`src/rtl/spi_reg_bridge.sv`:
```
`default_nettype none
// ============================================================================
// spi_reg_bridge : mode-0 SPI slave to single-cycle register-bus bridge.
// Optional burst mode: define SPI_REG_BRIDGE_BURST_EN.
// Rev 1.0
// ============================================================================
module spi_reg_bridge #(
    parameter int ADDR_WIDTH  = 8,
    parameter int SYNC_STAGES = 2
) (
    input  logic                  clk,
    input  logic                  reset_n,
    input  logic                  spi_sclk,
    input  logic                  spi_cs_n,
    input  logic                  spi_mosi,
    output logic                  spi_miso,
    output logic                  spi_miso_oe,
    output logic                  wr_en,
    output logic                  rd_en,
    output logic [ADDR_WIDTH-1:0] reg_addr,
    output logic [31:0]           wdata,
    input  logic [31:0]           rdata,
    output logic                  busy
);
    typedef enum logic [2:0] {
        IDLE    = 3'd0,
        CMD     = 3'd1,
        DATA_WR = 3'd2,
        DATA_RD = 3'd3,
        DONE    = 3'd4
    } state_t;

    logic [SYNC_STAGES-1:0] sclk_sync_q, cs_sync_q, mosi_sync_q;
    logic                   sclk_prev_q, cs_prev_q;
    logic                   sclk_s, cs_s, mosi_s;
    logic                   sclk_rise, sclk_fall, cs_fall;

    state_t                 state_q, state_d;
    logic [5:0]             bit_cnt_q, bit_cnt_d;
    logic [31:0]            shift_q, shift_d;
    logic [31:0]            tx_q, tx_d;
    logic [ADDR_WIDTH-1:0]  acc_addr_q, acc_addr_d;
    logic [ADDR_WIDTH-1:0]  reg_addr_q, reg_addr_d;
    logic [31:0]            wdata_q, wdata_d;
    logic                   wr_en_q, wr_en_d;
    logic                   rd_en_q, rd_en_d;
    logic [31:0]            shift_nx;
    logic [5:0]             cnt_inc;

    // cs_n synchronizer resets high so no frame appears to start out of reset
    always_ff @(posedge clk or negedge reset_n) begin
        if (!reset_n) begin
            sclk_sync_q <= '0;
            cs_sync_q   <= '1;
            mosi_sync_q <= '0;
            sclk_prev_q <= 1'b0;
            cs_prev_q   <= 1'b1;
        end else begin
            sclk_sync_q <= {sclk_sync_q[SYNC_STAGES-2:0], spi_sclk};
            cs_sync_q   <= {cs_sync_q[SYNC_STAGES-2:0], spi_cs_n};
            mosi_sync_q <= {mosi_sync_q[SYNC_STAGES-2:0], spi_mosi};
            sclk_prev_q <= sclk_sync_q[SYNC_STAGES-1];
            cs_prev_q   <= cs_sync_q[SYNC_STAGES-1];
        end
    end

    assign sclk_s    = sclk_sync_q[SYNC_STAGES-1];
    assign cs_s      = cs_sync_q[SYNC_STAGES-1];
    assign mosi_s    = mosi_sync_q[SYNC_STAGES-1];
    assign sclk_rise = sclk_s & ~sclk_prev_q;
    assign sclk_fall = ~sclk_s & sclk_prev_q;
    assign cs_fall   = cs_prev_q & ~cs_s;
    assign shift_nx  = {shift_q[30:0], mosi_s};
    assign cnt_inc   = bit_cnt_q + 6'd1;

    always_ff @(posedge clk or negedge reset_n) begin
        if (!reset_n) begin
            state_q    <= IDLE;
            bit_cnt_q  <= '0;
            shift_q    <= '0;
            tx_q       <= '0;
            acc_addr_q <= '0;
            reg_addr_q <= '0;
            wdata_q    <= '0;
            wr_en_q    <= 1'b0;
            rd_en_q    <= 1'b0;
        end else begin
            state_q    <= state_d;
            bit_cnt_q  <= bit_cnt_d;
            shift_q    <= shift_d;
            tx_q       <= tx_d;
            acc_addr_q <= acc_addr_d;
            reg_addr_q <= reg_addr_d;
            wdata_q    <= wdata_d;
            wr_en_q    <= wr_en_d;
            rd_en_q    <= rd_en_d;
        end
    end

    always_comb begin
        state_d    = state_q;
        bit_cnt_d  = bit_cnt_q;
        shift_d    = shift_q;
        tx_d       = tx_q;
        acc_addr_d = acc_addr_q;
        reg_addr_d = reg_addr_q;
        wdata_d    = wdata_q;
        wr_en_d    = 1'b0;
        rd_en_d    = 1'b0;

        if (rd_en_q) begin
            tx_d = rdata;
        end

        case (state_q)
            IDLE: begin
                if (cs_fall) begin
                    state_d   = CMD;
                    bit_cnt_d = '0;
                end
            end
            CMD: begin
                if (sclk_rise) begin
                    shift_d   = shift_nx;
                    bit_cnt_d = cnt_inc;
                    if (cnt_inc == 6'd16) begin
                        acc_addr_d = shift_nx[ADDR_WIDTH-1:0];
                        if (shift_nx[15]) begin
                            state_d    = DATA_RD;
                            rd_en_d    = 1'b1;
                            reg_addr_d = shift_nx[ADDR_WIDTH-1:0];
                            tx_d       = '0;
                        end else begin
                            state_d = DATA_WR;
                        end
                    end
                end
            end
            DATA_WR: begin
                if (sclk_rise) begin
                    shift_d   = shift_nx;
                    bit_cnt_d = cnt_inc;
                    if (cnt_inc == 6'd48) begin
                        wr_en_d    = 1'b1;
                        wdata_d    = shift_nx;
                        reg_addr_d = acc_addr_q;
`ifdef SPI_REG_BRIDGE_BURST_EN
                        acc_addr_d = acc_addr_q + ADDR_WIDTH'(1);
                        bit_cnt_d  = 6'd16;
`else
                        state_d    = DONE;
`endif
                    end
                end
            end
            DATA_RD: begin
                // The falling edge right after a word's 16th/48th rising edge
                // must not shift, or the freshly loaded MSB would be lost.
                if (sclk_fall && bit_cnt_q >= 6'd17) begin
                    tx_d = {tx_q[30:0], 1'b0};
                end
                if (sclk_rise) begin
                    bit_cnt_d = cnt_inc;
                    if (cnt_inc == 6'd48) begin
`ifdef SPI_REG_BRIDGE_BURST_EN
                        acc_addr_d = acc_addr_q + ADDR_WIDTH'(1);
                        reg_addr_d = acc_addr_q + ADDR_WIDTH'(1);
                        rd_en_d    = 1'b1;
                        bit_cnt_d  = 6'd16;
`else
                        state_d    = DONE;
`endif
                    end
                end
            end
            DONE: begin
            end
            default: state_d = IDLE;
        endcase

        // A write completing in the same clk as CS_N rising still commits.
        if (state_q != IDLE && cs_s) begin
            state_d   = IDLE;
            bit_cnt_d = '0;
            rd_en_d   = 1'b0;
        end
    end

    assign wr_en       = wr_en_q;
    assign rd_en       = rd_en_q;
    assign reg_addr    = reg_addr_q;
    assign wdata       = wdata_q;
    assign busy        = ~cs_s;
    assign spi_miso_oe = ~cs_s;
    assign spi_miso    = (state_q == DATA_RD) ? tx_q[31] : 1'b0;

endmodule
`default_nettype wire
```
`config.mk`:
```
export PLATFORM = sky130hd
export DESIGN_NAME = spi_reg_bridge
export DESIGN_NICKNAME = d
export VERILOG_FILES = /design/src/rtl/spi_reg_bridge.sv
export SDC_FILE = /design/constraint.sdc
export NUM_CORES = 1
export LEC_CHECK = 0
export ABC_AREA = 1
export CAP_MARGIN = 10
export CORE_MARGIN = 2
export CORE_UTILIZATION = 40
export DETAILED_ROUTE_END_ITERATION = 10
export GPL_TIMING_DRIVEN = 0
export PLACE_DENSITY = 0.61
export SYNTH_ARGS = -nofsm -noshare
export SYNTH_HDL_FRONTEND = slang
export SYNTH_SLANG_ARGS = --single-unit
```
`constraint.sdc`:
```
create_clock -name clk -period 2.2 [get_ports clk]
set_clock_uncertainty 0.05 [all_clocks]
set_input_delay 0.33 -clock clk [delete_from_list [all_inputs] [get_ports clk]]
set_output_delay 0.33 -clock clk [all_outputs]
set_load 0.02 [all_outputs]
```
==> run_results.csv <==
group,metric,value,unit
drt,ant_nets,0,
placed_design,hpwl,8350,um
synthesis,synth_top_family_by_area,"compound AO/OA/AOI/OAI gates",
power,p_clk_share,44.9,%
drt,drt_iter0_drc,216,
cts,post_cts_buffers,0,
floorplan,die_w,123,um
synthesis,synth-xor-area-share,0,%
global_routing,grt_max_degree,69,
final_layout,drive_above_1_share,17.7,%
synthesis,yosysSeqAreaShare,57.4,%
synthesis,synth_area,5670,um2
cts,clock_path_buffers,2,
min_path,hold_path_class,"primary input to flip-flop",
synthesis,synth_mux_area_share,5.29,%
placed_design,dp_slack,0.150,ns
drt,drtPass1Iterations,4,
final_layout,areaGrowthSynthToFinish,29.4,%
final_layout,layout.nets,712,
final_layout,n_antenna_cell,0,
power,pwr-share-seq,41.2,%
global_routing,grt_pass1_wl,20300,um
placed_design,place_inst,832,
floorplan,rows,43,
placed_design,port-buffer-count,81,
synthesis,synth-edff-count,0,
cts,cts_made_buffers,17,
sta,fmax,0.490,GHz
synthesis,synth_flop_cell,"dfrtp_1",
power,power.leakage,0.00304,uW
floorplan,dieArea,15200,um2
drt,vias_per_cell,4.86,
flow_run,max_cap_violations,0,
worst_setup_path,start_kind,"flip-flop",
final_layout,final_common_cell,"nand2_1",
sta,finalHoldViolations,0,
power,netSwitchingPower,1720,uW
synthesis,synth_compound_area_share,15.0,%
global_routing,grt_overflow_total,0,
drt,wl_per_cell,14.1,um
cts,clk_latency,0.42,ns
synthesis,async_reset_ff_share,100,%
cts,cts_htree_levels,4,
synthesis,synth_nets,610,
synthesis,yosysWarnings,0,
worst_setup_path,cp_max_fo,6,
drt,via_count,4208,
drt,routed_wl,12200,um
power,combPwrFrac,13.9,%
floorplan,core_area,13900,um2
placed_design,gp_congestion,0.794,
global_routing,antenna_found_initial,0,
floorplan,io_pins,82,
floorplan,initial_core_util,40.9,%
sta,worst_slew_pin_slew,0.766,ns
synthesis,syn_inst,570,
floorplan,die_height,123,um
sta,rsz0062_at_grt,"no",
worst_setup_path,crit_arrival,1.66,ns
power,total_power,6280,uW
sta,slew_violations,0,
power,power.internal,4550,uW
synthesis,synthAdderAreaFrac,0.662,%
worst_setup_path,end_kind,"output port",
synthesis,synth-simple-area-share,14.6,%
synthesis,synth_cell_types,34,
synthesis,synth_seq_cells,130,
power,power_density,855,nW/um2
cts,clockRootBuffer,"clkbuf_16",
final_layout,instances_no_fill,865,
sta,finalSetupTns,0,ns
cts,clk_pin_slew,0.05,ns
cts,cts.sinks,130,
sta,setup_viol,0,
power,switching_share,27.5,%
sta,min_period_over_period,92.8,%
cts,cts_tree,"yes",
power,ir_drop,0.535,mV
final_layout,finalCoreUtilization,52.9,%
drt,post-route-drc-count,0,
final_layout,layout_common_cells,"nand2_1, dfrtp_1, clkdlybuf4s50_1",
synthesis,syn_area_per_cell,9.95,um2
sta,fin_ws,0.158,ns
global_routing,grt_pass1_vias,4177,
global_routing,grt_usage,17.2,%
final_layout,nFillCells,1257,
sta,slew_headroom,48.9,%
worst_setup_path,crit_type,"flip-flop to output port",
worst_setup_path,cp.required,1.82,ns
run_status,status,"finished clean",
sta,fin_crit,2.04,ns
## path summary, 6_finish.rpt
kind / from / end / slack [ns] / depth (start not counted)
min: spi_cs_n / cs_sync_q[0]$_DFF_PN1_ / 0.27 / 1
min in group asynchronous: reset_n / bit_cnt_q[1]$_DFFE_PN0P_ / 0.43 / 2
max reg2reg: bit_cnt_q[0]$_DFFE_PN0P_ / tx_q[31]$_DFF_PN0_ / 0.21 / 11
max in group asynchronous: reset_n / state_q[0]$_DFFE_PN0P_ / 0.92 / 3
max: cs_sync_q[1]$_DFF_PN1_ / busy / 0.16 / 2
min reg2reg: mosi_sync_q[0]$_DFF_PN0_ / mosi_sync_q[1]$_DFF_PN0_ / 0.30 / 0
## layout make-up
type,instances,area [um2],area share (%)
Clock buffer,17,425,5.79
Clock inverter,15,166,2.27
Timing Repair Buffer,83,851,11.6
Tap cell,180,225,3.07
Buffer,26,190,2.59
Sequential cell,130,3260,44.4
Inverter,56,210,2.86
Multi-Input combinational cell,358,2020,27.5
## critical path, stage by stage, from the launching register on
cell and delay, ns:
dfstp_2 0.59, inv_1 0.11, clkdlybuf4s50_1 0.55
## sequential cells by signal, summed over array words and instances, names as in the netlist
register     cells
reg_addr         8
bit_cnt_q        6
wr_en            1
acc_addr_q       8
shift_q         31
mosi_sync_q      2
state_q          3
tx_q            32
wdata           32
rd_en            1
sclk_sync_q      2
cs_prev_q        1
sclk_prev_q      1
cs_sync_q        2
## logic make-up after synthesis
logic type | after synthesis
mux | 30
flops | 130
buf+inv | 82
simple gates | 192
compound gates | 133
fa+ha+maj | 3
## cells in the mapped netlist (2+ instances only)
master	count	area (um2)
a21oi_1	5	25.0
buf_2	4	20.0
buf_6	10	113
clkbuf_1	10	37.5
dfrtp_1	127	3180
dfstp_2	3	78.8
ha_1	3	37.5
inv_1	49	184
inv_2	6	22.5
mux2i_1	30	300
nand2_1	152	571
nand2_2	10	62.6
nand3_1	9	45.0
nand3_2	3	30.0
nand4_1	3	18.8
nor2_1	7	26.3
nor2_2	2	12.5
nor3_1	2	10.0
o21a_1	7	52.6
o21ai_0	34	170
o21ai_1	40	200
o21ai_2	41	359
o22ai_1	2	12.5
## power by group through the flow
stage / clock [uW] / combinational [uW] / sequential (uW)
floorplan: 0 / 583 / 2610
global placement: 0 / 853 / 2620
detailed placement: 0 / 876 / 2630
CTS: 2870 / 884 / 2590
global route: 2970 / 997 / 2600
finish: 2820 / 872 / 2590
## routing by layer
| layer | global-route usage [%] | routed length, um |
|---|---|---|
| met5 | 0 | 0 |
| met4 | 5.47 | 152 |
| met3 | 5.35 | 657 |
| met2 | 26.2 | 5560 |
| met1 | 23.7 | 5850 |
## timing repair
item | CTS | global route
pin swaps | 0 | 0
hold endpoints to repair | 59 | 0
endpoints found under the setup margin | 1 | 23
gates resized for setup | 2 | 2
hold buffers | 1 | 0
## stage by stage
step	hold WS [ns]	area, um2
finish	0.272	7340
global route	0.269	7340
global placement	0.281	6710
floorplan	-0.0156	5670
CTS	0.258	7340
detailed placement	0.286	6740
Power figures use the tool's default switching activity.
